--- config.mk ---
export PLATFORM = sky130hd
export DESIGN_NAME = const_split_unit
export DESIGN_NICKNAME = d
export VERILOG_FILES = /design/src/rtl/const_split_unit.sv
export SDC_FILE = /design/constraint.sdc
export NUM_CORES = 1
export LEC_CHECK = 0
export CORE_ASPECT_RATIO = 1.75
export CORE_MARGIN = 2
export CORE_UTILIZATION = 29
export CTS_CLUSTER_SIZE = 28
export DETAILED_ROUTE_END_ITERATION = 8
export PLACE_DENSITY_LB_ADDON = 0.2
export SLEW_MARGIN = 20
export SYNTH_ARGS = -nofsm -noshare
export SYNTH_HDL_FRONTEND = slang
export SYNTH_SLANG_ARGS = --single-unit
--- constraint.sdc ---
create_clock -name clk -period 2 [get_ports clk]
set_clock_uncertainty 0.05 [all_clocks]
set_input_delay 0.3 -clock clk [delete_from_list [all_inputs] [get_ports clk]]
set_output_delay 0.3 -clock clk [all_outputs]
set_load 0.01 [all_outputs]
--- src/rtl/const_split_unit.sv ---
// -----------------------------------------------------------------------------
// const_split_unit
//
// Splits a 32-bit constant into the halfword immediates needed to build it
// with a LUI/ORI pair. Each accepted constant produces one or two beats on a
// valid/ready output channel: the upper halfword (LUI immediate) first, then
// the lower halfword (ORI immediate). With SKIP_ZERO set, a beat whose payload
// is all zero is dropped. The one exception is a constant that is entirely
// zero, which still produces a single lower beat of 0x0000 so the consumer
// always sees at least one beat per constant.
//
// Parameters
//   SKIP_ZERO    1 = omit all-zero halfword beats, 0 = always emit two beats
//
// Ports
//   clk          single clock, all state changes on the rising edge
//   rst          synchronous active-high reset
//   in_valid     a 32-bit constant is offered on in_word
//   in_ready     block can accept a constant this cycle (high only when idle)
//   in_word      constant to decompose
//   out_valid    a halfword beat is presented
//   out_ready    consumer accepts the presented beat
//   out_half     halfword payload
//   out_is_lower beat type: 0 = upper halfword, 1 = lower halfword
//   out_last     final beat of the current constant
// -----------------------------------------------------------------------------
module const_split_unit #(
    parameter bit SKIP_ZERO = 1'b1
) (
    input  logic        clk,
    input  logic        rst,
    input  logic        in_valid,
    output logic        in_ready,
    input  logic [31:0] in_word,
    output logic        out_valid,
    input  logic        out_ready,
    output logic [15:0] out_half,
    output logic        out_is_lower,
    output logic        out_last
);

    localparam logic [1:0] ST_IDLE  = 2'd0;
    localparam logic [1:0] ST_UPPER = 2'd1;
    localparam logic [1:0] ST_LOWER = 2'd2;

    logic [1:0]  state_q;
    logic [1:0]  state_d;
    logic [31:0] word_q;
    logic [31:0] word_d;

    logic in_upper;
    logic in_lower;
    logic beat_done;
    logic stored_lower_zero;

    assign in_upper  = (state_q == ST_UPPER);
    assign in_lower  = (state_q == ST_LOWER);
    assign beat_done = (in_upper || in_lower) && out_ready;

    // Whether the upper beat of the held constant is also its final beat.
    assign stored_lower_zero = SKIP_ZERO && (word_q[15:0] == 16'h0000);

    // Next-state logic. The word register only loads on acceptance, so while
    // a beat is stalled the outputs derived from it cannot change. An input
    // constant whose upper half is zero goes straight to LOWER when zero
    // skipping is on; that path also covers the all-zero constant, which then
    // emits its single 0x0000 lower beat.
    always_comb begin
        state_d = state_q;
        word_d  = word_q;
        case (state_q)
            ST_IDLE: begin
                if (in_valid) begin
                    word_d = in_word;
                    if (SKIP_ZERO && (in_word[31:16] == 16'h0000)) begin
                        state_d = ST_LOWER;
                    end else begin
                        state_d = ST_UPPER;
                    end
                end
            end
            ST_UPPER: begin
                if (beat_done) begin
                    if (stored_lower_zero) begin
                        state_d = ST_IDLE;
                    end else begin
                        state_d = ST_LOWER;
                    end
                end
            end
            ST_LOWER: begin
                if (beat_done) begin
                    state_d = ST_IDLE;
                end
            end
            default: begin
                state_d = ST_IDLE;
            end
        endcase
    end

    // State and stored word. Reset wins over any handshake in flight and
    // discards the held constant.
    always_ff @(posedge clk) begin
        if (rst) begin
            state_q <= ST_IDLE;
            word_q  <= 32'h0000_0000;
        end else begin
            state_q <= state_d;
            word_q  <= word_d;
        end
    end

    // Outputs are decoded from the state and word registers only, so there is
    // no combinational path from the input channel or out_ready to out_*.
    // The idle payload reads as zero rather than leaking the last constant.
    always_comb begin
        in_ready     = (state_q == ST_IDLE);
        out_valid    = in_upper || in_lower;
        out_is_lower = in_lower;
        out_half     = 16'h0000;
        out_last     = 1'b0;
        if (in_upper) begin
            out_half = word_q[31:16];
            out_last = stored_lower_zero;
        end else if (in_lower) begin
            out_half = word_q[15:0];
            out_last = 1'b1;
        end
    end

endmodule

Yosys cells after proc, flatten, opt, wreduce, memory -nomap -nowiden

Cells that the tools add are included.

Bits in registers: 34
Input port bits: 36
Output and inout port bits: 20

Mux-type cells: 10
Reduce and logical (&&, ||, !) cells: 7
Equality and inequality tests: 5

Operators by type and width:

| cell                                                                   | number |
|---|---|
| 16-bit zero test                                                       | 2 |
| 16-bit 2-to-1 mux                                                      | 2 |
| 2-bit 2-to-1 mux                                                       | 5 |
| 2-bit case mux with 3 select lines                                     | 1 |
| 2-bit by 1-bit != test with 1-bit output (second input constant)       | 2 |
| 3-bit AND reduction                                                    | 1 |
| 2-bit by 1-bit equality test with 1-bit output (second input constant) | 1 |
| 2-bit equality test (second input constant)                            | 1 |
| 2-bit zero test                                                        | 1 |
| 1-bit 2-to-1 mux                                                       | 2 |
| 2-bit != test (second input constant)                                  | 1 |
| 2-bit AND reduction                                                    | 1 |
| 1-bit logical AND                                                      | 1 |
| 1-bit logical OR                                                       | 1 |

Longest topological paths before layout

Gate-level depths: netlist (run 1).

Word-level depth: 5
Depth in mapped cells: 7
Mapped depth without buffers: 6

Worst setup path before layout (run 1)

No wires, ideal clock.

Kind: flip-flop to output port
Start: register state_q[0]
End: output port out_half[10]
Stages on the path, launching flop included: 7
Arrival time: 1294 ps
Setup slack: 356 ps
Buffers on the path: 2
Path through: dfxtp_1 inv_1 ha_1 buf_2 buf_2 nand2_1 o21ai_0

Longest elaborated chain between the ends: 3

Ends and longest elaborated chain:

| item                     | RTL line | source |
|---|---|---|
| start: declaration       | 46       | `logic [1:0] state_q;` |
| start signal: assignment | 109      | `state_q <= state_d;` |
| 2-bit equality test      | 57       | `assign in_lower = (state_q == ST_LOWER);` |
| via out_is_lower         | 38       | `output logic out_is_lower,` |
| 16-bit 2-to-1 mux        | 126      | `end else if (in_lower) begin` |
| 16-bit 2-to-1 mux        | 123      | `if (in_upper) begin` |
| end: declaration         | 37       | `output logic [15:0] out_half,` |

The timed path passes the listed nets, and every way through them passes these cells.

Final worst setup path (run 1)

Start: register state_q[1]
End: output port out_half[9]

Longest elaborated chain between the ends: 3

Ends and longest elaborated chain:

| item                  | RTL line |
|---|---|
| 2-bit equality test   | 57 |
| 16-bit 2-to-1 mux     | 126 |
| 16-bit 2-to-1 mux (*) | 123 |

Every way passes the cells marked *; elsewhere a longest branch is shown, timed or not.

==> summary.txt, run 1 <==
crit share post-route - 97.5%
DIE AREA - 6040 sq um
Routability Congestion - 0.780
core area - 5260 sq um
count of pins over their slew limit - 0
final core occ - 45.0%
vias per std cell - 4.96
first-pass GRT wire length - 7530 um
min-delay worst type - reg -> reg
hold buffer count at CTS - 0
Post-synth EDFFs - 0
GR Overflow Total - 0
Post-Place Worst Slack - 2.40 ps
Final Hold Fails - 0
largest net degree at the start of global routing - 35
final worst setup slack - 50.4 ps
CP Launch Type - flop
drt drc - 0
RSZ-0062 raised after global routing - true
Tmin final - 1950 ps
slew margin rel. - 78.0%
Max clock buf depth - 2
TritonCTS Sinks - 34
final setup TNS - 0 ps
Warnings, synthesis - 0
Crit Path Max Fanout - 17
layout cells sized above 1 - 12.2%
Required @ worst endpoint - 1650 ps
Reg2Reg Launch Point - state_q[1]$_SDFFE_PP0P_
DRT antenna net count - 0
Final setup violation count - 0
# nets final - 324
ANT cells - 0
Cell Area, Synth - 1570 sq um
number of global-route vias before repair - 1,583
Chip Height - 101 um
area grow syn2layout - 50.4%
number of CTS-inserted buffers - 5
sequential element share of the synthesized area - 43.3%
via count - 1,690
drt wl/cell - 14.2 um
library cells used by synthesis - 21
Syn Area/Cell - 6.98 sq um
Post-Syn Nets - 264
fraction of registers with async set/reset - 0%
CTS tree - done
GRT Total Usage - 16.5%
IO Count - 56
Leak - 0.940 nW
Critical path origin - state_q[1]$_SDFFE_PP0P_
Post-Route WL - 4840 um
buffer and inverter count on the worst path - 3
Synth Register Bits - 34
DR pass1 iterations - 4
H-Tree Depth - 2
Max Cap Viol - 0
chip width - 59.6 um
Worst IR Drop VDD - 0.382 mV
Least-Margin Pin Slew - 327 ps
row count - 35
Fmax achieved - 0.513 GHz
delay of the slowest cell on the worst path - 340 ps
worst skew pair latency - 280 ps
detailed placer's ending HPWL - 3470 um
Design Power - 1.78 mW
Synth Instances - 225
critical path, cell by cell - inv_1 -> ha_2 -> buf_12 -> nand2_1 -> o21ai_1 -> dlygate4sd2_1
ys flop type - dfxtp_1
DR iter-0 viols - 62
initial antenna violation count - 0
initial core utilization - 29.9%
WS Path Type - reg -> out
status - complete, no violations
Root Driver - clkbuf_8
Port-buffer cells - 55
Worst-path clk slew - 70 ps
CP endpoint kind - output pin
Slowest-stage cell, CP - dfxtp_2
Hold Crit Start - word_q[19]$_SDFFE_PP0P_
CP Data Arrival Time - 1600 ps
Power Density - 752 nW/um^2
CP delay by family, top - buffers and inverters
==> final timing paths <==
kind	end	slack [ps]	cells past startpoint
min reg2reg	word_q[19]$_SDFFE_PP0P_	410	2
max	out_half[9]	50	6
max reg2reg	state_q[1]$_SDFFE_PP0P_	340	6
min	word_q[19]$_SDFFE_PP0P_	410	2
==> layout make-up <==
type,instances,area [sq um]
clock inverter,2,12.5
fill,563,2890
tap,55,68.8
inverter,5,18.8
sequential,34,683
multi-input combinational,170,812
timing repair buffer,69,684
clock buffer,6,82.6
==> layout by cell type, fill, tap and decap left out, drive strengths merged, types with 2 or more instances in the layout <==
cell type,count
inv,5
clkdlybuf4s50,37
a21oi,33
clkdlybuf4s15,6
ha,3
buf,13
dlygate4sd2,7
clkbuf,11
nor2,2
o21ai,17
nor4,8
nand2,98
dfxtp,34
==> cell usage after synthesis (3+ instances only) <==
cell / count / share of area, %
buf_2: 5 / 1.6
ha_1: 3 / 2.4
clkbuf_1: 10 / 2.4
dfxtp_1: 34 / 43
nand2_1: 98 / 23
a21oi_1: 33 / 11
o21ai_0: 17 / 5.4
nor4_1: 8 / 3.2
inv_1: 5 / 1.2
==> flip-flops by register name, indices dropped and copies added (netlist names) <==
signal and flops:
state_q 2, word_q 32
==> kinds of logic after synthesis <==
| logic type | synth area share, % |
|---|---|
| mux | 0.717 |
| buf+inv | 5.90 |
| simple gates | 29.5 |
| fa+ha+maj | 2.39 |
| compound gates | 18.2 |
| flops | 43.3 |
==> repair_timing <==
| action | CTS | global route |
|---|---|---|
| setup endpoints to repair | 17 | 19 |
| setup buffers | 0 | 0 |
| gates resized for setup | 22 | 24 |
| pin swaps | 2 | 2 |
| gates cloned | 0 | 1 |
==> power by group <==
| part | internal (mW) | switching, mW | total (mW) |
|---|---|---|---|
| sequential | 0.737 | 0.0379 | 0.775 |
| clock | 0.277 | 0.256 | 0.533 |
| combinational | 0.234 | 0.235 | 0.468 |
| total | 1.25 | 0.528 | 1.78 |
==> tightest hold or removal path: stages (launching register included) <==
cell and delay [ps]:
dfxtp_1 310, nand2_1 50, a21oi_1 50
==> through the flow <==
| step | area [sq um] | hold slack (ps) | instances |
|---|---|---|---|
| after floorplan | 1570 | 386 | 225 |
| after global placement | 2250 | 395 | 332 |
| after detailed placement | 2250 | 399 | 332 |
| after global routing | 2360 | 428 | 341 |
| final | 2360 | 407 | 341 |
| after CTS | 2330 | 411 | 340 |
==> routing by layer <==
metal	vias to the layer above	wire [um]	GRT usage (%)
met4	0	95	7.01
met3	6	186	2.81
met2	47	2610	28.4
met1	775	1950	19.8
met5	-	0	0
li1	862	-	-
(Power assumes the default switching activity.)
==> inputs of run 2 (changes only) <==
--- a/config.mk
+++ b/config.mk
@@ -15,3 +15,4 @@
 export SYNTH_ARGS = -nofsm -noshare
 export SYNTH_HDL_FRONTEND = slang
 export SYNTH_SLANG_ARGS = --single-unit
+export TNS_END_PERCENT = 30
==> constraint.sdc (replaced) <==
create_clock -name clk -period 2 [get_ports clk]
set_clock_uncertainty 0.05 [all_clocks]
set_input_delay 0.3 -clock clk [delete_from_list [all_inputs] [get_ports clk]]
set_output_delay 0.3 -clock clk [all_outputs]
set_load 0.1 [all_outputs]
==> summary.txt, run 2 (synthesized netlist as in run 1, its figures left out) <==
reg2reg end - state_q[1]$_SDFFE_PP0P_ (unchanged)
Chip Height - 101 um (unchanged)
drt wl/cell - 14.9 um (was 14.2 um)
DR pass1 iterations - 4 (unchanged)
Crit Path Max Fanout - 3 (was 17)
via count - 1,682 (was 1,690)
Cell Area, Placed - 2650 sq um (was 2250 sq um)
final worst setup slack - 8.89 ps (was 50.4 ps)
crit share post-route - 99.6% (was 97.5%)
ANT cells - 0 (unchanged)
Root Driver - clkbuf_8 (unchanged)
number of global-route vias before repair - 1,694 (was 1,583)
row count - 35 (unchanged)
chip width - 59.6 um (unchanged)
detailed placer's ending HPWL - 3590 um (was 3470 um)
Final Hold Fails - 0 (unchanged)
CP endpoint kind - output pin (unchanged)
vias per std cell - 5.01 (was 4.96)
delay of the slowest cell on the worst path - 360 ps (was 340 ps)
min-delay worst type - reg -> reg (unchanged)
CP Depth - 4 (was 6)
H-Tree Depth - 2 (unchanged)
CP delay by family, top - simple AND/OR/NAND/NOR gates (was buffers and inverters)
first-pass GRT wire length - 8140 um (was 7530 um)
final core occ - 53.9% (was 45.0%)
Largest register FFs - 32 (unchanged)
worst skew pair latency - 290 ps (was 280 ps)
Routability Congestion - 0.751 (was 0.780)
area grow syn2layout - 80.2% (was 50.4%)
most common cell after layout, fill and taps aside - nand2_1 (unchanged)
layout cells sized above 1 - 25.6% (was 12.2%)
count of pins over their slew limit - 0 (unchanged)
core area - 5260 sq um (unchanged)
IO Count - 56 (unchanged)
DR iter-0 viols - 26 (was 62)
Worst-path clk slew - 70 ps (about the same)
WS Path Type - reg -> out (unchanged)
Worst Reg2Reg Path Length in Cells - 5 (was 6)
DIE AREA - 6040 sq um (unchanged)
Final setup violation count - 0 (unchanged)
Slowest-stage cell, CP - dfxtp_1 (was dfxtp_2)
status - complete, no violations (unchanged)
Post-Route WL - 5010 um (was 4840 um)
WHS - 412 ps (was 407 ps)
CP Data Arrival Time - 1640 ps (was 1600 ps)
Required @ worst endpoint - 1650 ps (about the same)
Tmin final - 1990 ps (was 1950 ps)
final setup TNS - 0 ps (unchanged)
GRT Total Usage - 17.9% (was 16.5%)
most frequent cells in the layout - nand2_1 (89), clkdlybuf4s50_1 (35), a21oi_1 (33), dfxtp_1 (32), buf_12 (23) (was nand2_1 (98), clkdlybuf4s50_1 (37), a21oi_1 (33), dfxtp_1 (32), o21ai_0 (11))
slew margin rel. - 78.1% (was 78.0%)
Design Power - 2.13 mW (was 1.78 mW)
number of cells on the worst hold path - 2 (unchanged)
RSZ-0062 raised after global routing - true (unchanged)
Port-buffer cells - 55 (unchanged)
post-route cell area - 2830 sq um (was 2360 sq um)
Power Density - 752 nW/um^2 (about the same)
CTS tree - done (unchanged)
Worst IR Drop VDD - 0.443 mV (was 0.382 mV)
Leak - 1.13 nW (was 0.940 nW)
fin cells - 336 (was 341)
# nets final - 319 (was 324)
initial core utilization - 29.9% (unchanged)
buffer and inverter count on the worst path - 1 (was 3)
R2R setup slack - 370 ps (was 340 ps)
Reg2Reg Launch Point - state_q[1]$_SDFFE_PP0P_ (unchanged)
drt drc - 0 (unchanged)
Hold Crit Start - word_q[18]$_SDFFE_PP0P_ (was word_q[19]$_SDFFE_PP0P_)
Regs by FF count - word_q x32, state_q x2 (unchanged)
Post-Place Worst Slack - 232 ps (was 2.40 ps)
initial antenna violation count - 0 (unchanged)
Fmax achieved - 0.502 GHz (was 0.513 GHz)
# fillers - 499 (was 563)
critical path, cell by cell - nor4_1 -> and4_1 -> mux2_2 -> buf_12 (was inv_1 -> ha_2 -> buf_12 -> nand2_1 -> o21ai_1 -> dlygate4sd2_1)
most flop-heavy register - word_q (unchanged)
GR Overflow Total - 0 (unchanged)
Worst Hold Endpoint - word_q[18]$_SDFFE_PP0P_ (was word_q[19]$_SDFFE_PP0P_)
Inst Count DP - 325 (was 332)
Max Cap Viol - 0 (unchanged)
number of CTS-inserted buffers - 5 (unchanged)
Least-Margin Pin Slew - 328 ps (was 327 ps)
DRT antenna net count - 0 (unchanged)
Max clock buf depth - 2 (unchanged)
CP Launch Type - flop (unchanged)
largest net degree at the start of global routing - 29 (was 35)
TritonCTS Sinks - 34 (unchanged)
==> run 2: worst max-delay path by stage <==
stage                            start                 endpoint  slack [ps]
6_report        word_q[9]$_SDFFE_PP0P_                 out_last           9
3_3_place_gp    word_q[1]$_SDFFE_PP0P_                 out_last         260
4_1_cts         word_q[6]$_SDFFE_PP0P_                 out_last         -10
3_5_place_dp    word_q[6]$_SDFFE_PP0P_                 out_last         230
5_1_grt        word_q[14]$_SDFFE_PP0P_                 out_last         -20
2_1_floorplan  state_q[1]$_SDFFE_PP0P_  state_q[1]$_SDFFE_PP0P_        -170
==> run 2: where the power goes <==
group	total [mW]	switching (mW)	internal (mW)
Combinational	0.808	0.486	0.322
Clock	0.530	0.254	0.276
Sequential	0.791	0.0540	0.737
==> run 2: what timing repair did <==
item,in CTS,in global routing
setup endpoints to repair,17,7
gates resized for setup,4,1
hold buffers,0,0
pin swaps,2,0
gates cloned,1,0
hold endpoints to repair,0,0
buffers inserted,1,1
==> run 2: final cells by class <==
type                       instances  area, sq um  share of cell area [%]
clock inverter                     2         12.5                   0.442
sequential                        34          683                    24.1
tap                               55         68.8                    2.43
multi-input combinational        170         1080                    38.2
inverter                           5         18.8                   0.663
clock buffer                       6         82.6                    2.92
timing repair buffer              64          883                    31.2
==> run 2: routing by layer <==
| layer | vias to the layer above | global-route usage, % | share of wire [%] |
|---|---|---|---|
| met4 | 0 | 6.84 | 1.6 |
| met3 | 6 | 3.58 | 4.0 |
| li1 | 855 | - | - |
| met1 | 781 | 19.4 | 38 |
| met5 | - | 0 | 0 |
| met2 | 40 | 32.9 | 56 |
==> run 2: worst register-to-register path: stages, from the launching register on <==
cell and delay, ps:
dfxtp_2 370, inv_1 70, ha_1 350, nand2_1 90, a221o_1 340, a32o_1 260
==> inputs of run 3 (changes only) <==
--- a/config.mk
+++ b/config.mk
@@ -10,6 +10,7 @@
 export CORE_UTILIZATION = 29
 export CTS_CLUSTER_SIZE = 28
 export DETAILED_ROUTE_END_ITERATION = 8
+export GPL_ROUTABILITY_DRIVEN = 0
 export PLACE_DENSITY_LB_ADDON = 0.2
 export SLEW_MARGIN = 20
 export SYNTH_ARGS = -nofsm -noshare
==> results of run 3 <==
Same layout as run 2: the final DEF is identical, and so are final timing and power.
